$ cat src/rtl/demod_pipe_scheduler.sv
// demod_pipe_scheduler
// Round-robin front end for one shared, free-running demodulation pipeline.
// Grants at most one requesting word per cycle and registers it onto the
// pipeline input. A tag (valid + requester id) travels beside the word so the
// pipeline result comes back labelled with the requester that issued it.
//
// Handshake: a requester holds req[i] high with its word on req_data until a
// cycle where grant[i] is also high; that cycle consumes the word. The next
// cycle the requester either presents its next word with req[i] still high or
// drops req[i]. grant is combinational and never depends on a downstream
// ready, because the pipeline never stalls.
module demod_pipe_scheduler #(
    parameter int N_REQ   = 4,
    parameter int W       = 32,
    parameter int LATENCY = 3,
    parameter int IDW     = $clog2(N_REQ)
) (
    input  logic               clk,
    input  logic               reset,
    input  logic [N_REQ-1:0]   req,
    input  logic [N_REQ*W-1:0] req_data,
    input  logic [N_REQ-1:0]   enable_mask,
    input  logic               flush,
    output logic [N_REQ-1:0]   grant,
    output logic [W-1:0]       pipe_in,
    output logic               out_valid,
    output logic [IDW-1:0]     out_id,
    output logic               busy,
    output logic [15:0]        issue_count
);

    // Stage 0 sits beside pipe_in; LATENCY more stages follow the pipeline,
    // so the last stage lines up with the pipeline output word.
    localparam int STAGES = LATENCY + 1;

    logic [IDW-1:0]            last;
    logic [N_REQ-1:0]          eligible;
    logic                      win_found;
    logic [IDW-1:0]            win_id;
    logic [IDW-1:0]            idx;
    logic [N_REQ-1:0][W-1:0]   data_arr;
    logic [STAGES-1:0]         tag_valid;
    logic [IDW-1:0]            tag_id [STAGES];

    assign data_arr = req_data;

    // Flush and reset both suppress every request for the cycle.
    assign eligible = (reset && !flush) ? (req & enable_mask) : '0;

    // Round-robin search starting just after the last winner.
    always_comb begin
        win_found = 1'b0;
        win_id    = '0;
        idx       = '0;
        grant     = '0;
        for (int k = 1; k <= N_REQ; k++) begin
            idx = last + IDW'(k);
            if (!win_found && eligible[idx]) begin
                win_found = 1'b1;
                win_id    = idx;
            end
        end
        if (win_found) begin
            grant[win_id] = 1'b1;
        end
    end

    // Arbitration pointer, pipeline input word and grant counter move only on a grant.
    always_ff @(posedge clk) begin
        if (!reset) begin
            last        <= IDW'(N_REQ - 1);
            pipe_in     <= '0;
            issue_count <= '0;
        end else if (win_found) begin
            last        <= win_id;
            pipe_in     <= data_arr[win_id];
            issue_count <= issue_count + 16'd1;
        end
    end

    // Tag shift register; flush kills every in-flight valid, ids just ride along.
    always_ff @(posedge clk) begin
        if (!reset) begin
            tag_valid <= '0;
            for (int s = 0; s < STAGES; s++) begin
                tag_id[s] <= '0;
            end
        end else begin
            tag_valid[0] <= win_found;
            tag_id[0]    <= win_id;
            for (int s = 1; s < STAGES; s++) begin
                tag_valid[s] <= tag_valid[s-1] && !flush;
                tag_id[s]    <= tag_id[s-1];
            end
        end
    end

    assign out_valid = tag_valid[STAGES-1];
    assign out_id    = tag_id[STAGES-1];
    assign busy      = |tag_valid;

endmodule
$ cat config.mk
export PLATFORM = sky130hd
export DESIGN_NAME = demod_pipe_scheduler
export DESIGN_NICKNAME = d
export VERILOG_FILES = /design/src/rtl/demod_pipe_scheduler.sv
export SDC_FILE = /design/constraint.sdc
export NUM_CORES = 1
export LEC_CHECK = 0
export ABC_AREA = 1
export BUFFER_PORTS_ARGS = -buffer_cell sky130_fd_sc_hd__buf_2
export CORE_MARGIN = 2
export CORE_UTILIZATION = 44
export CTS_CLUSTER_SIZE = 28
export DETAILED_ROUTE_END_ITERATION = 6
export PLACE_DENSITY = 0.75
export SYNTH_ARGS = -nofsm -noshare
export SYNTH_HDL_FRONTEND = slang
export SYNTH_SLANG_ARGS = --single-unit
$ cat constraint.sdc
create_clock -name clk -period 2.5 [get_ports clk]
set_input_delay 0.5 -clock clk [delete_from_list [all_inputs] [get_ports clk]]
set_output_delay 0.5 -clock clk [all_outputs]
set_load 0.01 [all_outputs]
After elaboration in Yosys (flattened, before gate mapping)
Memories as Yosys holds them, arrays and structs flattened.
Index checks and enable logic that the tools add are counted.
{"block": "op_classes", "n_addsub": 4, "magnitude_cmp": 6, "mux": 28, "bitwise": 5, "n_reduce_logical": 13}
{"op": "32-bit binary-select mux with 2-bit select", "count": 1}
{"op": "32-bit 2-to-1 mux", "count": 1}
{"op": "16-bit by 1-bit adder with 16-bit output (second input constant)", "count": 1}
{"op": "2-bit 2-to-1 mux", "count": 8}
{"op": "2-bit by 3-bit less-than comparator with 1-bit output (second input constant)", "count": 5}
{"op": "1-bit 2-to-1 mux", "count": 11}
{"op": "1-bit binary-select mux with 2-bit select", "count": 4}
{"op": "1-bit logical AND", "count": 8}
{"op": "4-bit 2-to-1 mux", "count": 2}
{"op": "2-bit adder (second input constant)", "count": 2}
{"op": "4-bit bitwise AND", "count": 1}
{"op": "1-bit zero test", "count": 4}
{"op": "1-bit OR", "count": 4}
{"op": "4-bit OR reduction", "count": 1}
{"op": "2-bit by 1-bit adder with 2-bit output (second input constant)", "count": 1}
{"op": "1-bit demux with 2-bit select", "count": 1}
{"op": "2-bit by 1-bit greater-or-equal comparator with 1-bit output (second input constant)", "count": 1}
{"block": "word_totals", "regBits": 54, "mem_bits_rw": 8, "inputBits": 139, "out_inout_bits": 56, "word_cells": 61, "n_memories": 1}
{"name": "tag_id", "words": 4, "width": 2, "rd": 4, "rd_ports_with_merged_regs": 0, "wr": 4, "line": "43", "text": "logic [IDW-1:0] tag_id [STAGES];"}

Logic depth before layout (Yosys ltp)
Gate-level depths: netlist of run 1.
{"block": "logic_depth", "word_depth": 20, "ltp_mapped": 18, "depth_no_buf": 15}

Least setup slack after synthesis of run 1
No wires, ideal clock.
{"block": "synth_timing", "kind": "input to output", "from": "in reset", "to": "out grant[0]", "arrival_time_ps": 1887, "t_required_ps": 2000, "path_slack_ps": 113, "stages": 12, "path_buffers": 2, "path_cell_list": "buf_4 > inv_4 > nor2_8 > nand3_1 > nand2_2 > nand2_1 > nand2_1 > inv_1 > nand3_2 > buf_2 > inv_1 > nor3_1"}
{"block": "synth_via", "elab_chain_cells": 19, "word_cells_on_any_way": 30, "cone_classes": "order compare (2); mux (20); reduce/logical (8)"}
{"item": "from (decl)", "line": "19", "text": "input logic reset,"}
{"item": "1-bit logical AND (*)", "line": "48", "text": "assign eligible = (reset && !flush) ? (req & enable_mask) : '0;"}
{"item": "4-bit 2-to-1 mux (*)", "line": "48"}
{"item": "1-bit binary-select mux with 2-bit select", "line": "58", "text": "if (!win_found && eligible[idx]) begin"}
{"item": "1-bit 2-to-1 mux (implied by the code)", "line": "58"}
{"item": "1-bit 2-to-1 mux", "line": "58"}
{"item": "1-bit zero test", "line": "58"}
{"item": "1-bit logical AND", "line": "58"}
{"item": "1-bit 2-to-1 mux", "line": "58"}
{"item": "[3 not listed]"}
{"item": "1-bit zero test", "line": "58"}
{"item": "1-bit logical AND", "line": "58"}
{"item": "2-bit 2-to-1 mux", "line": "58"}
{"item": "2-bit by 3-bit less-than comparator with 1-bit output (implied by the code) or 2-bit by 1-bit greater-or-equal comparator with 1-bit output (tied branches)", "line": "64", "text": "grant[win_id] = 1'b1;"}
{"item": "1-bit logical AND (implied by the code)", "line": "64"}
{"item": "1-bit 2-to-1 mux (implied by the code)", "line": "64"}
{"item": "1-bit demux with 2-bit select", "line": "64"}
{"item": "4-bit 2-to-1 mux (*)", "line": "63", "text": "if (win_found) begin"}
{"item": "to (decl)", "line": "24", "text": "output logic [N_REQ-1:0] grant,"}
Mark *: on every way between the ends. The rest lies on a longest branch, timed or not. The select of a mux whose other input is x is not followed.

Worst setup path after layout of run 1
{"block": "layout_timing", "from": "reg last[0]", "to": "out grant[0]"}
{"block": "layout_via", "elab_chain_cells": 18, "word_cells_on_any_way": 31, "cone_classes": "add/sub (3); order compare (2); mux (19); reduce/logical (7)"}
{"item": "from (decl)", "line": "36", "text": "logic [IDW-1:0] last;"}
{"item": "from (signal assigned)", "line": "71", "text": "last <= IDW'(N_REQ - 1);"}
{"item": "from (signal assigned)", "line": "75", "text": "last <= win_id;"}
{"item": "2-bit by 1-bit adder with 2-bit output", "line": "57", "text": "idx = last + IDW'(k);"}
{"item": "1-bit binary-select mux with 2-bit select", "line": "58"}
{"item": "1-bit 2-to-1 mux (implied by the code)", "line": "58"}
{"item": "1-bit 2-to-1 mux", "line": "58"}
{"item": "1-bit zero test", "line": "58"}
{"item": "1-bit logical AND", "line": "58"}
{"item": "1-bit 2-to-1 mux", "line": "58"}
{"item": "1-bit zero test", "line": "58"}
{"item": "[2 not listed]"}
{"item": "1-bit zero test", "line": "58"}
{"item": "1-bit logical AND", "line": "58"}
{"item": "2-bit 2-to-1 mux", "line": "58"}
{"item": "2-bit by 3-bit less-than comparator with 1-bit output (implied by the code) or 2-bit by 1-bit greater-or-equal comparator with 1-bit output (tied branches)", "line": "64"}
{"item": "1-bit logical AND (implied by the code)", "line": "64"}
{"item": "1-bit 2-to-1 mux (implied by the code)", "line": "64"}
{"item": "1-bit demux with 2-bit select", "line": "64"}
{"item": "4-bit 2-to-1 mux (*)", "line": "63"}
Marked as above.

==> results of run 1 <==
-- tightest hold or removal path, cell delays in order (launching register included) --
cell and delay, ps:
dfxtp_1 310, nand2_1 40, inv_1 40
-- per-layer routing --
metal | share of wire | up-vias | track usage | wire length (µm)
li1 | - | 2691 | - | -
met1 | 0.44 | 2152 | 0.298 | 5590
met2 | 0.46 | 191 | 0.393 | 5880
met3 | 0.080 | 14 | 0.0629 | 1020
met4 | 0.017 | 0 | 0.0714 | 211
met5 | 0 | - | 0 | 0
-- power groups by stage --
stage	clock, W	combinational [W]	sequential (W)
2_1_floorplan	0	0.00220	0.00159
3_3_place_gp	0	0.00314	0.00150
3_5_place_dp	0	0.00316	0.00150
4_1_cts	0.00105	0.00324	0.00149
5_1_grt	0.00109	0.00380	0.00152
6_report	0.00102	0.00335	0.00149
-- stage by stage --
stage	util	total power (W)	setup WS, ps	TNS (ps)
final	0.593	0.00586	106	0
after global routing	0.593	0.00642	-38.1	-76.0
after CTS	0.585	0.00578	29.6	0
after detailed placement	0.558	0.00466	62.9	0
after global placement	0.558	0.00464	164	0
after floorplan	-	0.00379	113	0
-- kinds of logic after synthesis --
| logic type | synth area share |
|---|---|
| buffers and inverters | 0.227 |
| adder cells (fa/ha/maj) | 0.00285 |
| flip-flops | 0.283 |
| AND/OR/NAND/NOR | 0.440 |
| XOR/XNOR | 0.0137 |
| AO/OA/AOI/OAI | 0.0331 |
-- state kept, by name (all words and copies together), names as in the netlist --
signal,flops
tag_id,8
pipe_in,32
tag_valid,4
issue_count,16
last,2
-- cell usage in the layout (no fill, tap or decap), types with 2 or more instances in the layout --
| cell | count |
|---|---|
| nand4_1 | 7 |
| nor2_2 | 2 |
| buf_12 | 3 |
| clkbuf_8 | 9 |
| nor3_1 | 4 |
| dfxtp_1 | 60 |
| buf_4 | 21 |
| o211ai_1 | 2 |
| nand2_1 | 155 |
| inv_1 | 194 |
| nand3_1 | 178 |
| nor2_1 | 75 |
| inv_6 | 3 |
| a21oi_1 | 16 |
| inv_2 | 2 |
| o21ai_0 | 6 |
| xnor2_1 | 4 |
| bufinv_16 | 2 |
| nand2_2 | 6 |
| buf_2 | 194 |
| nor4_1 | 2 |
-- cell type report --
class	count	area [µm²]	share of cell area
diodes	1	2.50	0.000434
clock buffers	9	124	0.0215
clock inverters	7	103	0.0178
inverters	197	742	0.129
multi-input cells	467	2180	0.379
flip-flops and latches	62	1250	0.216
well taps	133	166	0.0289
repair buffers	219	1200	0.208
-- what timing repair did --
action                                 in CTS  in global routing
setup endpoints to repair                   4                  4
buffers inserted                            2                  7
gates resized for setup                     5                  7
hold buffers                                0                  0
endpoints found under the hold margin       0                  0
pin swaps                                   1                  6
-- path summary, 6_finish.rpt --
path / from / endpoint / slack, ps / cells past startpoint
worst min-delay path: tag_id[1][1] / tag_id[2][1] / 410 / 2
worst max register to register: last[0] / pipe_in[2] / 320 / 15
worst min register to register: tag_id[1][1] / tag_id[2][1] / 410 / 2
worst max-delay path: last[0] / grant[0] / 110 / 11
==> summary.txt, run 1 <==
Outcome
  • Outcome: finished clean

Logic synthesis
  • Post-synth top cells: inv_1, nand3_1, nand2_1
  • Syn Nets: 908
  • Ys async rst share: 0
  • Post-synth EDFFs: 0
  • Cell with the most instances after synthesis: inv_1
  • Top post-synthesis cells by area: dfxtp_1, nand3_1, inv_1
  • Top cell type's share of synthesized area: 0.283
  • Count of different cell masters after synthesis: 29
  • FF+latch count, synth: 62
  • Cells after Synth: between 700 and 800
  • Post-Syn Area per Cell: around 5.7 µm²
  • Synth area leader: dfxtp_1
  • Sequential fraction of the synthesis area: 0.283
  • Synth Warn #: 0
  • Synthesized cell area: 0.00439 mm²
  • Most used DFF post-synth: dfxtp_1

Pwr
  • Internal: ~0.0032 W
  • Power Density: 1020 mW/mm²
  • Pleak: between 3 and 4 nW
  • Combinational fraction of design power: 0.572
  • Switch share: 0.455
  • Reg power frac: 0.254
  • Clock power share: 0.174
  • Net switching power: 0.00266 W
  • Maximum VDD drop: 0.000725 V

Worst setup path
  • CP arrival: ~1900 ps
  • CP max stage cell: dfxtp_4
  • Crit path buffers/inverters: 3
  • Crit start category: flop
  • Crit path cell chain: buf_6, xnor2_4, buf_4, nand2_2, nand2_1, nor2_1, nand2_1, nand2_2, nand2_4, nor3_4, buf_2
  • CP delay by family, top: simple AND/OR/NAND/NOR gates
  • CP Class: reg2out
  • CP required: 2000 ps
  • Worst setup EP type: output pin
  • Slowest stage delay, CP: between 300 and 400 ps
  • Crit-path max FO: 6

Timing
  • Hold WS: slightly above 400 ps
  • Setup violators final: 0
  • Clock period minus worst slack: between 2000 and 2500 ps
  • Post-Route Skew: around 12 ps
  • Slew margin rel.: 0.690
  • Fin. Hold Viols: 0
  • Tightest Pin Transition: 465 ps
  • Final max-slew violation count: 0
  • Fmax: about 420 MHz
  • RSZ-0062 raised after global routing: true
  • Fin crit share: 0.958

Placement
  • DP Area: roughly 0.0054 mm²
  • Inst Count DP: 1069
  • GP Congestion: around 0.89
  • Dpl hpwl: 9.04 mm
  • I/O Buffers: 194

Die
  • Boundary Pins: 195
  • Height of the die: a little over 100 µm
  • Die X: 104 µm
  • Core ar.: roughly 0.0097 mm²
  • Die ar.: ~0.011 mm²
  • Starting density of the core: 0.451
  • Site Rows: 36

Final layout
  • Post-route insts no fill: between 1000 and 1500
  • Final net count: between 1000 and 1500
  • Fillers: 1037
  • Share of post-route cells with drive strength above 1: 0.265
  • Area Growth Syn to Fin: 31.5%
  • Post-route cell area: 0.00577 mm²

GRT
  • Vias in the first global route: 4721
  • Largest net degree at the start of global routing: 47
  • First-pass GRT wire length: 21.3 mm
  • Remaining Overflow, GRT: 0
  • Antenna violations before repair: 1
  • Gr usage total: 0.236

Route
  • DR vias: 5048
  • Routed wire length: ~13 mm
  • Per-cell routed wire length: 11.6 µm
  • First-pass DRT Iterations: 7
  • DRC errors left: 0
  • Post-DRT Antenna Nets: 0
  • DRT iter0 DRCs: 255
  • Via density per instance: 4.61

Clock tree
  • Root buf cell: clkbuf_8
  • CTS Sinks: slightly above 60
  • H-tree level count: 3
  • Worst-Skew Late Latency: 340 ps
  • Worst-path clk slew: 80 ps
  • Num CTS Buffers: 9
  • CTS tree: done
  • Buffers from clock root to sink, at most: 2

Flow run
  • MaxCap Viol Count: 0

Worst hold path
  • Hold Path Class: reg2reg
(Power assumes the default switching activity.)
==> run 2, diff against run 1 <==
- GPL_TIMING_DRIVEN: default -> 0
==> run 2 against run 1 <==
  * Maximum frequency shrank 4.2%
  * Flip-flop and latch count unchanged
  * Largest power group unchanged
  * Clock skew decreased by 6.8 ps
  * Largest cell class unchanged
  * Critical endpoint unchanged
  * Wire length rose by 10%
==> summary.txt, run 2 (synthesis results as in run 1) <==
Outcome
  • Outcome: finished clean

Die
  • Boundary Pins: 195 (unchanged)
  • Die X: 104 µm (unchanged)
  • Core ar.: 0.00973 mm² (unchanged)
  • Starting density of the core: 0.451 (unchanged)
  • Site Rows: 36 (unchanged)
  • Die ar.: 0.0108 mm² (unchanged)
  • Height of the die: 104 µm (unchanged)

Final layout
  • # diodes: 0 (-1)
  • Most frequent cells in the layout: buf_2, inv_1, nand3_1
  • Share of post-route cells with drive strength above 1: 0.301 (+0.0355)
  • Final net count: 1129 (+3.0%)
  • Top reg by flops: pipe_in
  • Most common cell after layout, fill and taps aside: buf_2
  • Area Growth Syn to Fin: 39.4%
  • Fillers: 1015 (-2.1%)
  • Max FFs per register: 32 (unchanged)
  • Largest registers: pipe_in: 32 flops, issue_count: 16 flops, tag_id: 8 flops

Timing
  • Setup TNS: 0 ps (unchanged)
  • Fmax: 400 MHz (-4.2%)
  • Hold WS: 418 ps (+8.45 ps)
  • Clock period minus worst slack: 2500 ps (+104 ps)
  • Tightest Pin Transition: 522 ps (+56.1 ps)
  • Setup violators final: 0 (unchanged)
  • Fin crit share: 0.999 (+0.0418)
  • Post-Route Skew: 4.79 ps (-6.81 ps)
  • Fin. Hold Viols: 0 (unchanged)
  • Slew margin rel.: 0.652 (-0.0374)
  • RSZ-0062 raised after global routing: true
  • Final max-slew violation count: 0 (unchanged)

Clock tree
  • Buffers from clock root to sink, at most: 2 (unchanged)
  • Hold Buf Count CTS: 0 (unchanged)
  • Root buf cell: clkbuf_8
  • CTS tree: done
  • Worst-Skew Late Latency: 340 ps (about the same)
  • CTS Sinks: 62 (unchanged)
  • Num CTS Buffers: 9 (unchanged)
  • Worst-path clk slew: 70 ps (about the same)
  • H-tree level count: 3 (unchanged)

Placement
  • Dpl hpwl: 10.6 mm (+18%)
  • GP Congestion: 0.898 (+1.1%)
  • I/O Buffers: 193 (-0.52%)

Route
  • DR vias: 5345 (+5.9%)
  • Per-cell routed wire length: 12.4 µm (+7.0%)
  • DRC errors left: 0 (unchanged)
  • Post-DRT Antenna Nets: 0 (unchanged)
  • First-pass DRT Iterations: 4 (-3)
  • Via density per instance: 4.74 (+2.9%)
  • Routed wire length: 14.0 mm (+10%)
  • DRT iter0 DRCs: 215 (-16%)

Worst setup path
  • Worst setup EP type: output pin
  • Crit start category: flop
  • Crit-path max FO: 7 (+1)
  • CP required: 2000 ps (about the same)
  • CP Class: reg2out
  • CP arrival: 2000 ps (+110 ps)

GRT
  • Remaining Overflow, GRT: 0 (unchanged)
  • Antenna violations before repair: 0 (-1)
  • Vias in the first global route: 4789 (+1.4%)
  • Largest net degree at the start of global routing: 12 (-74%)
  • Gr usage total: 0.253 (+0.0169)
  • First-pass GRT wire length: 22.4 mm (+5.4%)

Pwr
  • Maximum VDD drop: 0.000477 V (-34%)
  • Power Density: 1020 mW/mm² (+0.65%)
  • Final Total Pwr: 0.00625 W (+6.7%)
  • Pleak: 3.75 nW (+3.5%)

Worst hold path
  • Hold Path Class: reg2reg

Flow run
  • MaxCap Viol Count: 0 (unchanged)
-- run 2: changes by cell type in the layout (fill, tap and decap cells not counted), moves of 3 or more --
| cell | delta |
|---|---|
| nand3_4 | +8 |
| buf_6 | +3 |
| buf_2 | +17 |
| clkbuf_1 | +6 |
| buf_4 | +6 |
| nand2_4 | +4 |
| nand2_1 | -3 |
| inv_1 | -4 |
| nand3_1 | -10 |
-- run 2: cell type report --
| type | count | area, µm² | area share |
|---|---|---|---|
| Timing Repair Buffer | 213 | 1120 | 0.183 |
| Sequential cell | 62 | 1240 | 0.203 |
| Clock inverter | 6 | 86.3 | 0.0141 |
| Multi-Input combinational cell | 467 | 2350 | 0.384 |
| Tap cell | 133 | 166 | 0.0272 |
| Buffer | 39 | 269 | 0.0440 |
| Clock buffer | 10 | 128 | 0.0209 |
| Inverter | 197 | 758 | 0.124 |
-- run 2: metal layers --
metal  vias up  part of all wire  track usage
li1       2758                 -            -
met1      2371              0.43        0.321
met2       197              0.48        0.428
met3        19             0.076       0.0566
met4         0             0.015       0.0734
met5         -                 0            0
-- run 2: power breakdown --
group	switching [W]	total, W	internal [W]
sequential	0.000191	0.00149	0.00130
clock	0.000422	0.000982	0.000560
combinational	0.00225	0.00378	0.00152
-- run 2: worst paths after layout --
| path | startpoint | to | slack (ps) | cells past startpoint |
|---|---|---|---|---|
| max | last[0] | grant[0] | 1 | 10 |
| min reg2reg | tag_id[0][0] | tag_id[1][0] | 420 | 2 |
| min | tag_id[0][0] | tag_id[1][0] | 420 | 2 |
| max reg2reg | last[0] | pipe_in[25] | 260 | 15 |
-- run 2: critical path, cell delays in order (launching register included) --
cell,delay (ps)
dfxtp_2,330
buf_12,140
xnor2_4,230
inv_2,60
nand2_2,80
inv_2,50
a31oi_4,170
nand3_4,150
buf_8,170
nor3_4,110
buf_2,150
-- run 2: what timing repair did --
action | CTS | global route
resized for setup | 24 | 38
setup buffers | 12 | 8
gates cloned | 0 | 0
endpoints found under the setup margin | 4 | 4
pin swaps | 9 | 12
-- run 2: through the flow --
stage | setup slack, ps | cell area [µm²] | util | std cells
after global routing | -60.2 | 6110 | 0.628 | 1127
final | 1.33 | 6110 | 0.628 | 1127
after CTS | 0.583 | 5910 | 0.608 | 1121
after detailed placement | -328 | 5520 | 0.567 | 1094
after global placement | -316 | 5520 | 0.567 | 1094
after floorplan | 113 | 4390 | - | 768
==> run 3, diff against run 2 <==
- ABC_AREA: 1 -> default
- PLACE_DENSITY: 0.75 -> 0.78
==> run 3 against run 2 <==
  * Maximum frequency grew 4.0%
  * First-iteration DRC count shrank 62%
  * Critical endpoint unchanged
  * Global-route usage shrank 0.85 points
  * Wire length shrank 19%
  * Clock power shrank 3.0%
  * Synthesized cell count shrank 54%
  * Die area shrank 15%
  * Sequential power shrank 28%
  * Cell count shrank 40%
  * Power shrank 57%
  * Combinational power shrank 83%
==> summary.txt, run 3 <==
Logic synthesis
  • Syn Nets: 495 (-45%)
  • Top cell type's share of synthesized area: 0.335 (+0.0525)
  • Post-Syn Area per Cell: 10.4 µm² (+83%)
  • FF+latch count, synth: 62 (unchanged)
  • Post-synth EDFFs: 0 (unchanged)
  • Count of different cell masters after synthesis: 47 (+62%)
  • Top post-synthesis cells by area: dfxtp_1, a221oi_2, a211oi_2
  • Ys async rst share: 0 (unchanged)
  • Post-synth top cells: dfxtp_1, and2_1, o21ai_0
  • Synth area leader: dfxtp_1
  • Synthesized cell area: 0.00370 mm² (-16%)
  • Cell with the most instances after synthesis: dfxtp_1
  • Synth Warn #: 0 (unchanged)
  • Sequential fraction of the synthesis area: 0.335 (+0.0525)
  • Cells after Synth: 355 (-54%)
  • Most used DFF post-synth: dfxtp_1

Worst setup path
  • CP arrival: 1900 ps (-100 ps)
  • CP Class: in2out
  • Setup slack, reg-to-reg: 750 ps (+490 ps)
  • Crit start category: primary input
  • CP required: 2000 ps (about the same)
  • Crit-path max FO: 10 (+3)
  • Crit path cell chain: buf_2, a22oi_2, nand3_4, a21boi_2, buf_6, buf_6, and3_1, buf_2
  • CP max stage cell: a22oi_2
  • Worst setup EP type: output pin
  • Slowest stage delay, CP: 330 ps (about the same)

Final layout
  • # diodes: 0 (unchanged)
  • Final net count: 704 (-38%)
  • Largest registers: pipe_in: 32 flops, issue_count: 16 flops, tag_id: 8 flops
  • Share of post-route cells with drive strength above 1: 0.529 (+0.228)
  • Most common cell after layout, fill and taps aside: buf_2
  • Most frequent cells in the layout: buf_2, dfxtp_1, and2_1
  • Max FFs per register: 32 (unchanged)
  • Area Growth Syn to Fin: 36.8%
  • Top reg by flops: pipe_in
  • Fillers: 710 (-30%)

Clock tree
  • Num CTS Buffers: 9 (unchanged)
  • CTS tree: done
  • H-tree level count: 3 (unchanged)
  • Root buf cell: clkbuf_8
  • Buffers from clock root to sink, at most: 2 (unchanged)
  • Worst-path clk slew: 70 ps (about the same)
  • Hold Buf Count CTS: 0 (unchanged)
  • CTS Sinks: 62 (unchanged)
  • Worst-Skew Late Latency: 340 ps (about the same)

Route
  • DRC errors left: 0 (unchanged)
  • Routed wire length: 11.3 mm (-19%)
  • Post-DRT Antenna Nets: 0 (unchanged)
  • Via density per instance: 5.44 (+15%)
  • Per-cell routed wire length: 16.7 µm (+35%)
  • DRT iter0 DRCs: 81 (-62%)
  • First-pass DRT Iterations: 4 (unchanged)
  • DR vias: 3668 (-31%)

GRT
  • Largest net degree at the start of global routing: 20 (+8)
  • Gr usage total: 0.244 (-0.00853)
  • First-pass GRT wire length: 17.3 mm (-23%)
  • Vias in the first global route: 3639 (-24%)
  • Antenna violations before repair: 0 (unchanged)
  • Remaining Overflow, GRT: 0 (unchanged)

Die
  • Die ar.: 0.00916 mm² (-15%)
  • Height of the die: 95.7 µm (-7.8%)
  • Starting density of the core: 0.453 (+0.00181)
  • Site Rows: 33 (-8.3%)
  • Boundary Pins: 195 (unchanged)
  • Core ar.: 0.00818 mm² (-16%)
  • Die X: 95.7 µm (-7.8%)

Timing
  • Clock period minus worst slack: 2400 ps (-96.0 ps)
  • Fin. Hold Viols: 0 (unchanged)
  • RSZ-0062 raised after global routing: false
  • Slew margin rel.: 0.656 (+0.00406)
  • Fmax: 416 MHz (+4.0%)
  • Setup TNS: 0 ps (unchanged)
  • Post-Route Skew: 12.3 ps (+7.51 ps)
  • Hold WS: 436 ps (+18.0 ps)
  • Tightest Pin Transition: 513 ps (-8.35 ps)
  • Setup violators final: 0 (unchanged)
  • Fin crit share: 0.961 (-0.0384)
  • Final max-slew violation count: 0 (unchanged)
  • Final WS setup: 97.3 ps (+96.0 ps)

Pwr
  • Pleak: 2.44 nW (-35%)
  • Power Density: 532 mW/mm² (-48%)
  • Maximum VDD drop: 0.000234 V (-51%)

Placement
  • I/O Buffers: 194 (+0.52%)
  • GP Congestion: 0.833 (-7.2%)
  • Pre-CTS WS: -60.9 ps (+268 ps)
  • Dpl hpwl: 8.58 mm (-19%)

Flow run
  • MaxCap Viol Count: 0 (unchanged)

Worst hold path
  • Hold Path Class: reg2reg

Outcome
  • Outcome: finished clean
[run 3: routing by layer]
metal	wire length, µm	vias to the layer above	GRT usage
met5	0	-	0
met4	160	0	0.0726
met3	771	14	0.0556
met2	5720	148	0.448
met1	4620	1740	0.281
li1	-	1766	-
[run 3: area by class of cell]
type | instances | area, µm² | share of cell area
flip-flops and latches | 62 | 1240 | 0.245
plain buffers | 29 | 196 | 0.0388
well taps | 105 | 131 | 0.0260
repair buffers | 199 | 1010 | 0.199
clock buffers | 12 | 165 | 0.0326
multi-input cells | 258 | 2240 | 0.443
inverters | 5 | 23.8 | 0.00470
clock inverters | 4 | 53.8 | 0.0106
[run 3: metrics by stage]
step / std cells / area, µm² / util / total power [W]
6_report: 674 / 5060 / 0.619 / 0.00269
5_1_grt: 674 / 5060 / 0.619 / 0.00280
3_5_place_dp: 654 / 4800 / 0.587 / 0.00175
2_1_floorplan: 355 / 3700 / - / 0.00148
3_3_place_gp: 654 / 4800 / 0.587 / 0.00173
4_1_cts: 672 / 5050 / 0.617 / 0.00270
[run 3: power breakdown]
group	switching, W	leakage [nW]	internal (W)
sequential	0.0000333	0.509	0.00105
clock	0.000409	0.105	0.000544
combinational	0.000360	1.83	0.000295
[run 3: worst paths after layout]
check / startpoint / end / depth (start not counted)
max reg2reg: last[1] / pipe_in[28] / 8
min: tag_id[1][1] / tag_id[2][1] / 1
min reg2reg: tag_id[1][1] / tag_id[2][1] / 1
max: enable_mask[0] / grant[0] / 8
[run 3: what timing repair did]
item,in CTS,in global routing
gates resized for setup,1,1
pin swaps,0,1
buffers inserted,3,2
endpoints found under the setup margin,3,1
[run 3: worst max-delay path: cells and delay by family]
kind	cells	cell delay, ps
buf+inv	4	540
compound gates	2	520
simple gates	2	340
[run 3: cell families after synthesis]
family | count (synthesis) | synth area share
mux | 33 | 0.0893
fa+ha+maj | 1 | 0.00338
xor+xnor | 13 | 0.0308
flops | 62 | 0.335
simple gates | 92 | 0.153
buf+inv | 35 | 0.0609
compound gates | 119 | 0.327
